[src/rtl/cpu_sequencer.sv]
// Eight-phase instruction sequencer: phase counter, sticky halt, and combinational control decode.
// Optional macro SEQ_WAIT_EN adds mem_ready, which stretches the two memory-fetch phases (1 and 5).
module cpu_sequencer (
    input  logic       clk,
    input  logic       rst_n,
    input  logic [2:0] opcode,
    input  logic       zero,
`ifdef SEQ_WAIT_EN
    input  logic       mem_ready,
`endif
    output logic       sel,
    output logic       rd,
    output logic       ld_ir,
    output logic       inc_pc,
    output logic       ld_pc,
    output logic       ld_ac,
    output logic       wr,
    output logic       data_e,
    output logic       halt,
    output logic [2:0] phase
);

    typedef enum logic [2:0] {
        INST_ADDR  = 3'd0,
        INST_FETCH = 3'd1,
        INST_LOAD  = 3'd2,
        IDLE       = 3'd3,
        OP_ADDR    = 3'd4,
        OP_FETCH   = 3'd5,
        ALU_OP     = 3'd6,
        STORE      = 3'd7
    } phase_e;

    localparam logic [2:0] OP_HLT = 3'b000;
    localparam logic [2:0] OP_SKZ = 3'b001;
    localparam logic [2:0] OP_ADD = 3'b010;
    localparam logic [2:0] OP_AND = 3'b011;
    localparam logic [2:0] OP_XOR = 3'b100;
    localparam logic [2:0] OP_LDA = 3'b101;
    localparam logic [2:0] OP_STO = 3'b110;
    localparam logic [2:0] OP_JMP = 3'b111;

    phase_e phase_q, phase_d;
    logic   halted_q, halted_d;
    logic   stall;
    logic   is_aluop, is_sto, is_jmp, is_skz;

    assign is_aluop = (opcode == OP_ADD) || (opcode == OP_AND) ||
                      (opcode == OP_XOR) || (opcode == OP_LDA);
    assign is_sto   = (opcode == OP_STO);
    assign is_jmp   = (opcode == OP_JMP);
    assign is_skz   = (opcode == OP_SKZ);

    always_ff @(posedge clk or negedge rst_n) begin
        if (!rst_n) begin
            phase_q  <= INST_ADDR;
            halted_q <= 1'b0;
        end else begin
            phase_q  <= phase_d;
            halted_q <= halted_d;
        end
    end

    always_comb begin
        phase_d  = phase_q;
        halted_d = halted_q;
        stall    = 1'b0;
`ifdef SEQ_WAIT_EN
        stall    = ((phase_q == INST_FETCH) || (phase_q == OP_FETCH)) && !mem_ready;
`endif
        if (!halted_q) begin
            // HLT is recognised as phase 4 ends; the counter parks on phase 5 for good.
            if ((phase_q == OP_ADDR) && (opcode == OP_HLT)) begin
                halted_d = 1'b1;
                phase_d  = OP_FETCH;
            end else if (!stall) begin
                phase_d = phase_e'(phase_q + 3'd1);
            end
        end
    end

    // Reset gates the decode directly so every strobe, sel included, is low while rst_n is low.
    always_comb begin
        sel    = 1'b0;
        rd     = 1'b0;
        ld_ir  = 1'b0;
        inc_pc = 1'b0;
        ld_pc  = 1'b0;
        ld_ac  = 1'b0;
        wr     = 1'b0;
        data_e = 1'b0;
        halt   = 1'b0;
        if (rst_n) begin
            if (halted_q) begin
                halt = 1'b1;
            end else begin
                case (phase_q)
                    INST_ADDR: sel = 1'b1;
                    INST_FETCH: begin
                        sel = 1'b1;
                        rd  = 1'b1;
                    end
                    INST_LOAD, IDLE: begin
                        sel   = 1'b1;
                        rd    = 1'b1;
                        ld_ir = 1'b1;
                    end
                    OP_ADDR: begin
                        inc_pc = 1'b1;
                        halt   = (opcode == OP_HLT);
                    end
                    OP_FETCH: rd = is_aluop;
                    ALU_OP: begin
                        rd     = is_aluop;
                        inc_pc = is_skz && zero;
                        ld_pc  = is_jmp;
                        data_e = is_sto;
                    end
                    STORE: begin
                        rd     = is_aluop;
                        inc_pc = is_jmp;
                        ld_pc  = is_jmp;
                        ld_ac  = is_aluop;
                        wr     = is_sto;
                        data_e = is_sto;
                    end
                    default: ;
                endcase
            end
        end
    end

    assign phase = phase_q;

endmodule

[config.mk]
export PLATFORM = sky130hd
export DESIGN_NAME = cpu_sequencer
export DESIGN_NICKNAME = d
export VERILOG_FILES = /design/src/rtl/cpu_sequencer.sv
export SDC_FILE = /design/constraint.sdc
export NUM_CORES = 1
export LEC_CHECK = 0
export ABC_AREA = 1
export ABC_CLOCK_PERIOD_IN_PS = 3700
export CAP_MARGIN = 0
export CELL_PAD_IN_SITES_DETAIL_PLACEMENT = 1
export CELL_PAD_IN_SITES_GLOBAL_PLACEMENT = 1
export CORE_MARGIN = 2
export CORE_UTILIZATION = 30
export CTS_CLUSTER_SIZE = 25
export DETAILED_ROUTE_END_ITERATION = 10
export PLACE_DENSITY = 0.9
export SYNTH_ARGS = -nofsm -noshare
export SYNTH_HDL_FRONTEND = slang
export SYNTH_SLANG_ARGS = --single-unit
[constraint.sdc]
create_clock -name clk -period 3.7 [get_ports clk]
set_input_delay 0.925 -clock clk [delete_from_list [all_inputs] [get_ports clk]]
set_output_delay 0.925 -clock clk [all_outputs]
set_load 0.05 [all_outputs]
==> impl.org <==
** Pwr
- Net Sw Frac :: 0.234
- Total power draw :: 0.000116 W
- Power per standard cell area :: 153 mW/mm^2
- P_int :: 0.0000885 W
- Across the VDD grid, the largest voltage drop is 110 uV.
- Leakage power total :: 0.395 nW
- Register share of total power :: 0.381
- Share of total power in combinational logic :: 0.155
- Switching Power :: 0.0000270 W
- Clock power frac :: 0.464

** Logic synthesis
- Of the total synthesized cell area, the portion taken by full adders, half adders and majority gates is 0.193.
- After synthesis the netlist holds a flip-flop and latch count of 4.
- Proportion of synthesized area in mux cells :: 0
- Of the total synthesized cell area, the portion taken by AND, OR, NAND and NOR gates is 0.412.
- The cell area that synthesis handed to floorplanning was 453 sq um.
- Complex-gate fraction of the synthesized area :: 0.0746
- Main combinational cell family by area after synthesis :: simple AND/OR/NAND/NOR gates
- In this run, distinct cell masters in the synthesized netlist total 19.
- Of the synthesized area, sequential elements account for 0.221.
- Post-Synthesis Cells :: 67
- Of the total synthesized cell area, the portion taken by XOR and XNOR cells is 0.
- Yosys printed 0 warnings.
- Net count after synthesis :: 80
- The average instance in the mapped netlist occupies 6.76 sq um.

** Routing
- After detailed routing, the average wire length per cell comes to 11.7 um.
- The detailed router placed 490 vias in this run.
- Number of vias per cell after detailed routing :: 4.76
- In the routed design, unresolved DRC markers number 0.
- Length of the first detailed-routing pass in iterations :: 2
- Routed WL :: 1.21 mm
- After the first detailed-routing iteration, the DRC count stood at 2.
- Post-route ant nets :: 0

** Clocking
- # hold bufs at CTS :: 0
- Post-CTS repair changed the size of 0 cells.
- Buffers from clock root to sink, at most :: 2
- Buffer count from post-CTS setup fixing :: 0
- The root buffer cell chosen for the clock tree is sky130_fd_sc_hd__clkbuf_4.
- CTS saw 4 sinks.
- The clock reaches the later pin of the worst-skew pair after 0.23 ns.
- CTS built an H-tree with a depth of 1.
- Clock-pin slew was measured on the worst setup and hold paths at 0.04 ns.
- Clock tree from TritonCTS :: built
- TritonCTS created 3 clock buffers.

** Global route
- Aggregate global routing overflow :: 0
- Entering global routing, the biggest net connects 9 pins.
- Global-route wire length before repair :: 2.08 mm
- The number of antenna violations at the first check in global routing is 0.
- In the global route stage, overall resource usage came out at 0.150.
- Via count of the first global-routing pass :: 540

** Critical path
- STA puts the critical path data required time at 2.77 ns.
- The most critical setup path has its startpoint at rst_n.
- Worst setup SP type :: input port
- Critical Path End Type :: output port
- Maximum fanout along the worst path :: 5
- Worst reg2reg startpoint :: phase[0]$_DFFE_PN0N_
- The worst setup path is of the input port to output port kind.
- For the worst setup path, the data arrival time is 2.38 ns.

** Floorplanning
- The initialized floorplan defines 14 standard-cell rows.
- Die height :: 42.9 um
- Initial Utilization :: 0.312
- Std-Cell Core Area :: 0.00145 sq mm
- The floorplan step set the die width to 42.9 um.
- The die covers 0.00184 sq mm.
- Top-level port count :: 18

** Layout
- Number of antenna diodes :: 0
- Compared with the post-synthesis result, the final layout area differs by 66.9%.
- Of the cells placed in the final design, the portion with a size suffix greater than 1 is 0.218.
- After the last flow step, the layout net total stands at 102.
- Area used by sequential logic in the layout :: 100 sq um
- Area of the multi-input gates :: 308 sq um
- The layout has 179 filler cells.

** Timing
- The count of pins over their slew limit was 0.
- In the finished design, the share of the clock period the worst path needs comes to 0.893.
- Setup violations remaining at the end of the flow were counted as 0.
- Shortest clock period the worst path allows after layout :: 3.30 ns
- Achievable Freq :: 303 MHz
- For the final database, setup skew stands at 0.00201 ns.
- Transition time at the pin with the least slew margin :: 0.509 ns
- The final count of hold timing violations is 0.
- Final total negative setup slack :: 0 ns
- RSZ-0062 raised after global routing :: false
- In this run the tightest slew margin relative to its limit is 0.660.

** Job
- Number of maximum-capacitance constraint violations :: 0

** Placed design
- Routability-driven placement finished with a final weighted congestion of 0.770.
- Port buffering added 17 buffers.
- HPWL after DPL :: 1.06 mm

** Run status
- Outcome :: finished, final reports clean

** Min path
- Worst Hold Class :: flip-flop to flip-flop
- Hold wc startpoint :: halted_q$_DFF_PN0_
area by class of cell:
type                       count  share of cell area
inverter                      12              0.0596
timing repair buffer          17               0.344
clock buffer                   3              0.0298
tap                           16              0.0265
multi-input combinational     51               0.407
sequential                     4               0.132
cell families after synthesis:
family                     after synthesis
and+or+nand+nor                         38
buffers and inverters                   12
adders and majority gates                7
AOI/OAI and AO/OA                        6
DFF                                      4
cell usage after synthesis:
library cell / number / area share
sky130_fd_sc_hd__a21oi_1: 3 / 0.033
sky130_fd_sc_hd__a21oi_2: 1 / 0.019
sky130_fd_sc_hd__dfrtp_1: 4 / 0.22
sky130_fd_sc_hd__ha_1: 7 / 0.19
sky130_fd_sc_hd__inv_1: 11 / 0.091
sky130_fd_sc_hd__inv_2: 1 / 0.0083
sky130_fd_sc_hd__nand2_1: 21 / 0.17
sky130_fd_sc_hd__nand2_2: 1 / 0.014
sky130_fd_sc_hd__nand3_1: 1 / 0.011
sky130_fd_sc_hd__nand3b_1: 1 / 0.017
sky130_fd_sc_hd__nand3b_4: 1 / 0.044
sky130_fd_sc_hd__nand4_1: 1 / 0.014
sky130_fd_sc_hd__nor2_1: 6 / 0.050
sky130_fd_sc_hd__nor2_2: 2 / 0.028
sky130_fd_sc_hd__nor2_4: 1 / 0.025
sky130_fd_sc_hd__nor3_1: 2 / 0.022
sky130_fd_sc_hd__o21ai_0: 1 / 0.011
sky130_fd_sc_hd__o21ai_1: 1 / 0.011
sky130_fd_sc_hd__or2_0: 1 / 0.014
worst max-delay path, stage by stage:
cell and delay (ns):
sky130_fd_sc_hd__clkdlybuf4s50_1 0.57, sky130_fd_sc_hd__inv_1 0.12, sky130_fd_sc_hd__nor2_4 0.14, sky130_fd_sc_hd__o21ai_1 0.13
sky130_fd_sc_hd__nor3_1 0.31, sky130_fd_sc_hd__buf_12 0.19
layer usage:
metal  GRT usage  wire [um]  up-vias  part of all wire
li1            -          -      247                 -
met1       0.150        471      226              0.39
met2       0.270        661       15              0.55
met3      0.0170         55        2             0.046
met4       0.125         18        0             0.015
met5           0          0        -                 0
layout by cell type (no fill, tap or decap):
master,synthesis,final
sky130_fd_sc_hd__a21oi_1,3,3
sky130_fd_sc_hd__a21oi_2,1,1
sky130_fd_sc_hd__buf_12,0,9
sky130_fd_sc_hd__clkbuf_4,0,3
sky130_fd_sc_hd__clkdlybuf4s50_1,0,8
sky130_fd_sc_hd__dfrtp_1,4,4
sky130_fd_sc_hd__ha_1,7,7
sky130_fd_sc_hd__inv_1,11,11
sky130_fd_sc_hd__inv_2,1,1
sky130_fd_sc_hd__nand2_1,21,21
sky130_fd_sc_hd__nand2_2,1,1
sky130_fd_sc_hd__nand3_1,1,1
sky130_fd_sc_hd__nand3b_1,1,1
sky130_fd_sc_hd__nand3b_4,1,1
sky130_fd_sc_hd__nand4_1,1,1
sky130_fd_sc_hd__nor2_1,6,6
sky130_fd_sc_hd__nor2_2,2,2
sky130_fd_sc_hd__nor2_4,1,1
sky130_fd_sc_hd__nor3_1,2,2
sky130_fd_sc_hd__o21ai_0,1,1
sky130_fd_sc_hd__o21ai_1,1,1
sky130_fd_sc_hd__or2_0,1,1
flip-flops by register name, indices dropped and copies added, names as in the netlist:
| name | cells |
|---|---|
| phase | 3 |
| halted_q | 1 |
power groups by stage:
stage / combinational, W / clock [W] / sequential (W)
after floorplan: 0.00000733 / 0 / 0.0000446
after global placement: 0.0000175 / 0 / 0.0000445
after detailed placement: 0.0000180 / 0 / 0.0000445
after CTS: 0.0000182 / 0.0000553 / 0.0000440
after global routing: 0.0000193 / 0.0000621 / 0.0000439
final: 0.0000179 / 0.0000536 / 0.0000440
per-stage QoR:
stage	hold slack [ns]	instances	setup WS [ns]	instance area, sq um	utilization
after floorplan	0.526	67	0.530	453	-
after global placement	0.547	100	0.456	733	0.504
after detailed placement	0.580	100	0.374	733	0.504
after CTS	0.590	103	0.376	756	0.520
after global routing	0.620	103	0.283	756	0.520
final	0.589	103	0.397	756	0.520
worst paths after layout:
| path | depth (start not counted) | to | slack [ns] |
|---|---|---|---|
| setup / recovery | 6 | ld_pc | 0.40 |
| hold / removal | 2 | phase[2]$_DFFE_PN0N_ | 0.59 |
| setup reg to reg | 7 | phase[2]$_DFFE_PN0N_ | 2.39 |
| hold reg to reg | 2 | phase[2]$_DFFE_PN0N_ | 0.59 |
| max in group asynchronous | 1 | phase[0]$_DFFE_PN0N_ | 2.63 |
| min in group asynchronous | 1 | halted_q$_DFF_PN0_ | 0.90 |
(Power assumes the default switching activity.)
==> patch 1: new RTL, config.mk and constraints unchanged <==
Put a register stage on the output `inc_pc`, cleared by the reset. The value now appears one clock later. The other outputs are not delayed to match.
--- a/src/rtl/cpu_sequencer.sv
+++ b/src/rtl/cpu_sequencer.sv
@@ -41,2 +41,4 @@
     localparam logic [2:0] OP_JMP = 3'b111;
+
+    logic inc_pc_d;
 
@@ -86,3 +88,3 @@
         ld_ir  = 1'b0;
-        inc_pc = 1'b0;
+        inc_pc_d = 1'b0;
         ld_pc  = 1'b0;
@@ -108,3 +110,3 @@
                     OP_ADDR: begin
-                        inc_pc = 1'b1;
+                        inc_pc_d = 1'b1;
                         halt   = (opcode == OP_HLT);
@@ -114,3 +116,3 @@
                         rd     = is_aluop;
-                        inc_pc = is_skz && zero;
+                        inc_pc_d = is_skz && zero;
                         ld_pc  = is_jmp;
@@ -120,3 +122,3 @@
                         rd     = is_aluop;
-                        inc_pc = is_jmp;
+                        inc_pc_d = is_jmp;
                         ld_pc  = is_jmp;
@@ -134,2 +136,10 @@
 
+    always_ff @(posedge clk or negedge rst_n) begin
+        if (!rst_n) begin
+            inc_pc <= '0;
+        end else begin
+            inc_pc <= inc_pc_d;
+        end
+    end
+
 endmodule
Formal check against the unedited RTL: not equivalent (Yosys sat finds a counterexample within 10 cycles, from zero or initial values and one cycle with rst_n low).
==> patch 1 against the original RTL <==
  * Register-to-register slack improved by 0.03 ns
  * Setup slack got worse by 0.0047 ns
  * Clock skew decreased by 0.00093 ns
  * Area after synthesis increased by 4.1%
  * Die area increased by 3.7%
  * Routed wire length decreased by 10%
  * Sequential cell count increased by 1
  * Design area unchanged
  * Power increased by 12%
  * Critical path depth increased by 1
  * Largest cell class unchanged
  * Largest power group unchanged
==> patch 1: results <==
[run_status]
outcome = completed

[yosys]
ys_seq_area_share_pct = 26.5
avgSynthCellArea_um2 = 6.74
syn_nets = 83

[timing]
clock_skew_ns = 0.00108
worst_pin_slew_ns = 0.503

[grt]
grt_first_pass_wirelength_um = 2040
grt_use_total_pct = 14.3
grt_pass1_vias = 516

[place]
dpl.cell_count = 103
placed_cell_area_um2 = 729

[cells_and_area]
n_sequential_cell = 5
clk_share_pct = 3.48
num-multi-input-gates = 53
final_nets = 105
drive_above_1_share_pct = 23.1
final_cells = 107
clock_buffers = 4
design_area_um2 = 756
regArea_um2 = 125

[worst_setup_path]
path_max_fanout = 6
reg2reg_depth = 6

[pwr]
leakage_nw = 0.379
ir_worst_vdd_uv = 156

[detailed_routing]
totalWireLength_um = 1080
num_vias = 494
## patch 1: cell types whose count changed in the layout (fill, tap and decap cells not counted), sizes merged
cell and change:
clkbuf +1, and3 +1, nor2 +3, clkdlybuf4s50 +1
buf -1, dfrtp +1, o21ai -1, nand3b -2
nand2 +1
## patch 1: report_power, final
part           switching, mW  leakage [nW]  internal (mW)
combinational        0.00883         0.310        0.00687
clock                 0.0183        0.0150         0.0405
sequential                 0        0.0542         0.0549
total                 0.0271         0.379          0.102
## patch 1: per-layer routing
| layer | share of wire [%] | GRT usage, % |
|---|---|---|
| met5 | 0 | 0 |
| met3 | 2.8 | 2.92 |
| met2 | 52 | 24.7 |
| met1 | 45 | 16.5 |
| met4 | 0 | 7.27 |
## patch 1: cell families (layout without fill, tap and decap cells)
| kind of cell | after synthesis | count (layout) | synth area share, % |
|---|---|---|---|
| fa+ha+maj | 7 | 7 | 18.6 |
| flops | 5 | 5 | 26.5 |
| buf+inv | 12 | 33 | 9.55 |
| simple gates | 41 | 41 | 39.3 |
| compound gates | 5 | 5 | 6.10 |
## patch 1: worst paths after layout
kind / startpoint / to / slack [ns]
min: halted_q$_DFF_PN0_ / phase[2]$_DFFE_PN0N_ / 0.54
min in group asynchronous: rst_n / phase[2]$_DFFE_PN0N_ / 0.92
max reg2reg: phase[0]$_DFFE_PN0N_ / inc_pc$_DFF_PN0_ / 2.42
min reg2reg: halted_q$_DFF_PN0_ / phase[2]$_DFFE_PN0N_ / 0.54
max: rst_n / rd / 0.39
max in group asynchronous: rst_n / phase[0]$_DFFE_PN0N_ / 2.58
## patch 1: worst register-to-register path, delay by kind of cell, from the launching register on
kind | cells | cell delay [ns]
DFF | 1 | 0.42
and+or+nand+nor | 4 | 0.29
adders and majority gates | 2 | 0.46
==> patch 2: new RTL, same flow settings <==
Without the edit above. Build with the macro `SEQ_WAIT_EN` defined.
--- a/src/rtl/cpu_sequencer.sv
+++ b/src/rtl/cpu_sequencer.sv
@@ -2,2 +2,4 @@
 // Optional macro SEQ_WAIT_EN adds mem_ready, which stretches the two memory-fetch phases (1 and 5).
+`define SEQ_WAIT_EN
+
 module cpu_sequencer (
Ports: changed (added mem_ready); port bits go from 18 to 19. The function was not compared with the original's and may differ.
==> patch 2 against the original RTL <==
  * Area after synthesis up 0.28%
  * Via count is 1.0% higher
  * Setup slack got worse by 0.076 ns
  * Sequential cell count stayed put
  * Global-route usage grew 0.29 points
  * Count of clock-buffer cells in the layout is the same
  * Routed wire length rose by 0.50%
  * Register-to-register slack got worse by 0.15 ns
  * Fmax down 2.3%
  * First-iteration DRC count up 100%
  * Final cell count increased by 4.9%
  * Power is 1.3% higher
  * Design area grew 1.5%
  * Critical endpoint is now ld_ac
  * Largest cell class unchanged
  * Largest power group unchanged
==> patch 2: results <==
[pwr]
ir_worst_vdd_uv = 262
p_sw_mw = 0.0279
leakage_nw = 0.363

[grt]
grt_use_met2_pct = 28.2
grt_max_degree = 8
grt_pass1_vias = 514
use_met3_pct = 2.98
grt_first_pass_wirelength_um = 2060
met1_usage_pct = 15.3
grt_use_total_pct = 15.3

[detailed_routing]
vias_per_cell = 4.58
dr_wl_met2_um = 648
wire_per_inst_um = 11.2
first_iter_violations = 4
met3_length_um = 52
wl_met1_um = 486

[yosys]
ys_seq_area_share_pct = 22.0
synth.area.top_cells = dfrtp_1, ha_1, nand2_1
syn_nets = 85
synth_compound_area_share_pct = 4.41
synth-adder-area-share_pct = 19.3
synth_common_cells = nand2_1, inv_1, nor2_1, ha_1, nand3_1
synth_mux_area_share_pct = 0
avgSynthCellArea_um2 = 6.40
yosysWarnings = 0
ys_types = 14

[cells_and_area]
final_cells = 108
drive_above_1_share_pct = 17.4
diodes = 0

[worst_setup_path]
reg2reg_from = phase[0]$_DFFE_PN0P_
reg2reg_to = phase[1]$_DFFE_PN0P_
path_max_fanout = 6
critical_path.endpoint = ld_ac
reg2reg_depth = 9

[place]
dpl_worst_slack_ns = 0.268
place_congestion = 0.781
io_buffers = 18
placed_cell_area_um2 = 744
dpl.cell_count = 105

[timing]
hold_ws_ns = 0.591
clock_skew_ns = 0.00855
finalCritPeriodShare_pct = 91.3
worst_pin_slew_ns = 0.536

[cts]
clkLatencyLatePin_ns = 0.24

[worst_hold_path]
holdPathEnd = phase[1]$_DFFE_PN0P_
worstHoldStart = phase[1]$_DFFE_PN0P_

[run_status]
outcome = completed
[patch 2: power by group through the flow]
| stage | clock network [mW] | registers (mW) | logic (mW) |
|---|---|---|---|
| floorplan | 0 | 0.0446 | 0.00556 |
| global placement | 0 | 0.0445 | 0.0167 |
| detailed placement | 0 | 0.0445 | 0.0173 |
| CTS | 0.0584 | 0.0440 | 0.0174 |
| global route | 0.0615 | 0.0439 | 0.0187 |
| finish | 0.0560 | 0.0440 | 0.0171 |
[patch 2: worst max-delay path, stage by stage]
cell and delay [ns]:
clkdlybuf4s50_1 0.57, inv_1 0.08, nor2_1 0.12, inv_1 0.12, nor4_1 0.43, buf_12 0.21
[patch 2: final cells by class]
class | count | area (µm²)
Fill cell | 187 | 687
Multi-Input combinational cell | 55 | 309
Timing Repair Buffer | 18 | 270
Sequential cell | 4 | 100
Inverter | 12 | 45.0
Clock buffer | 3 | 22.5
Tap cell | 16 | 20.0
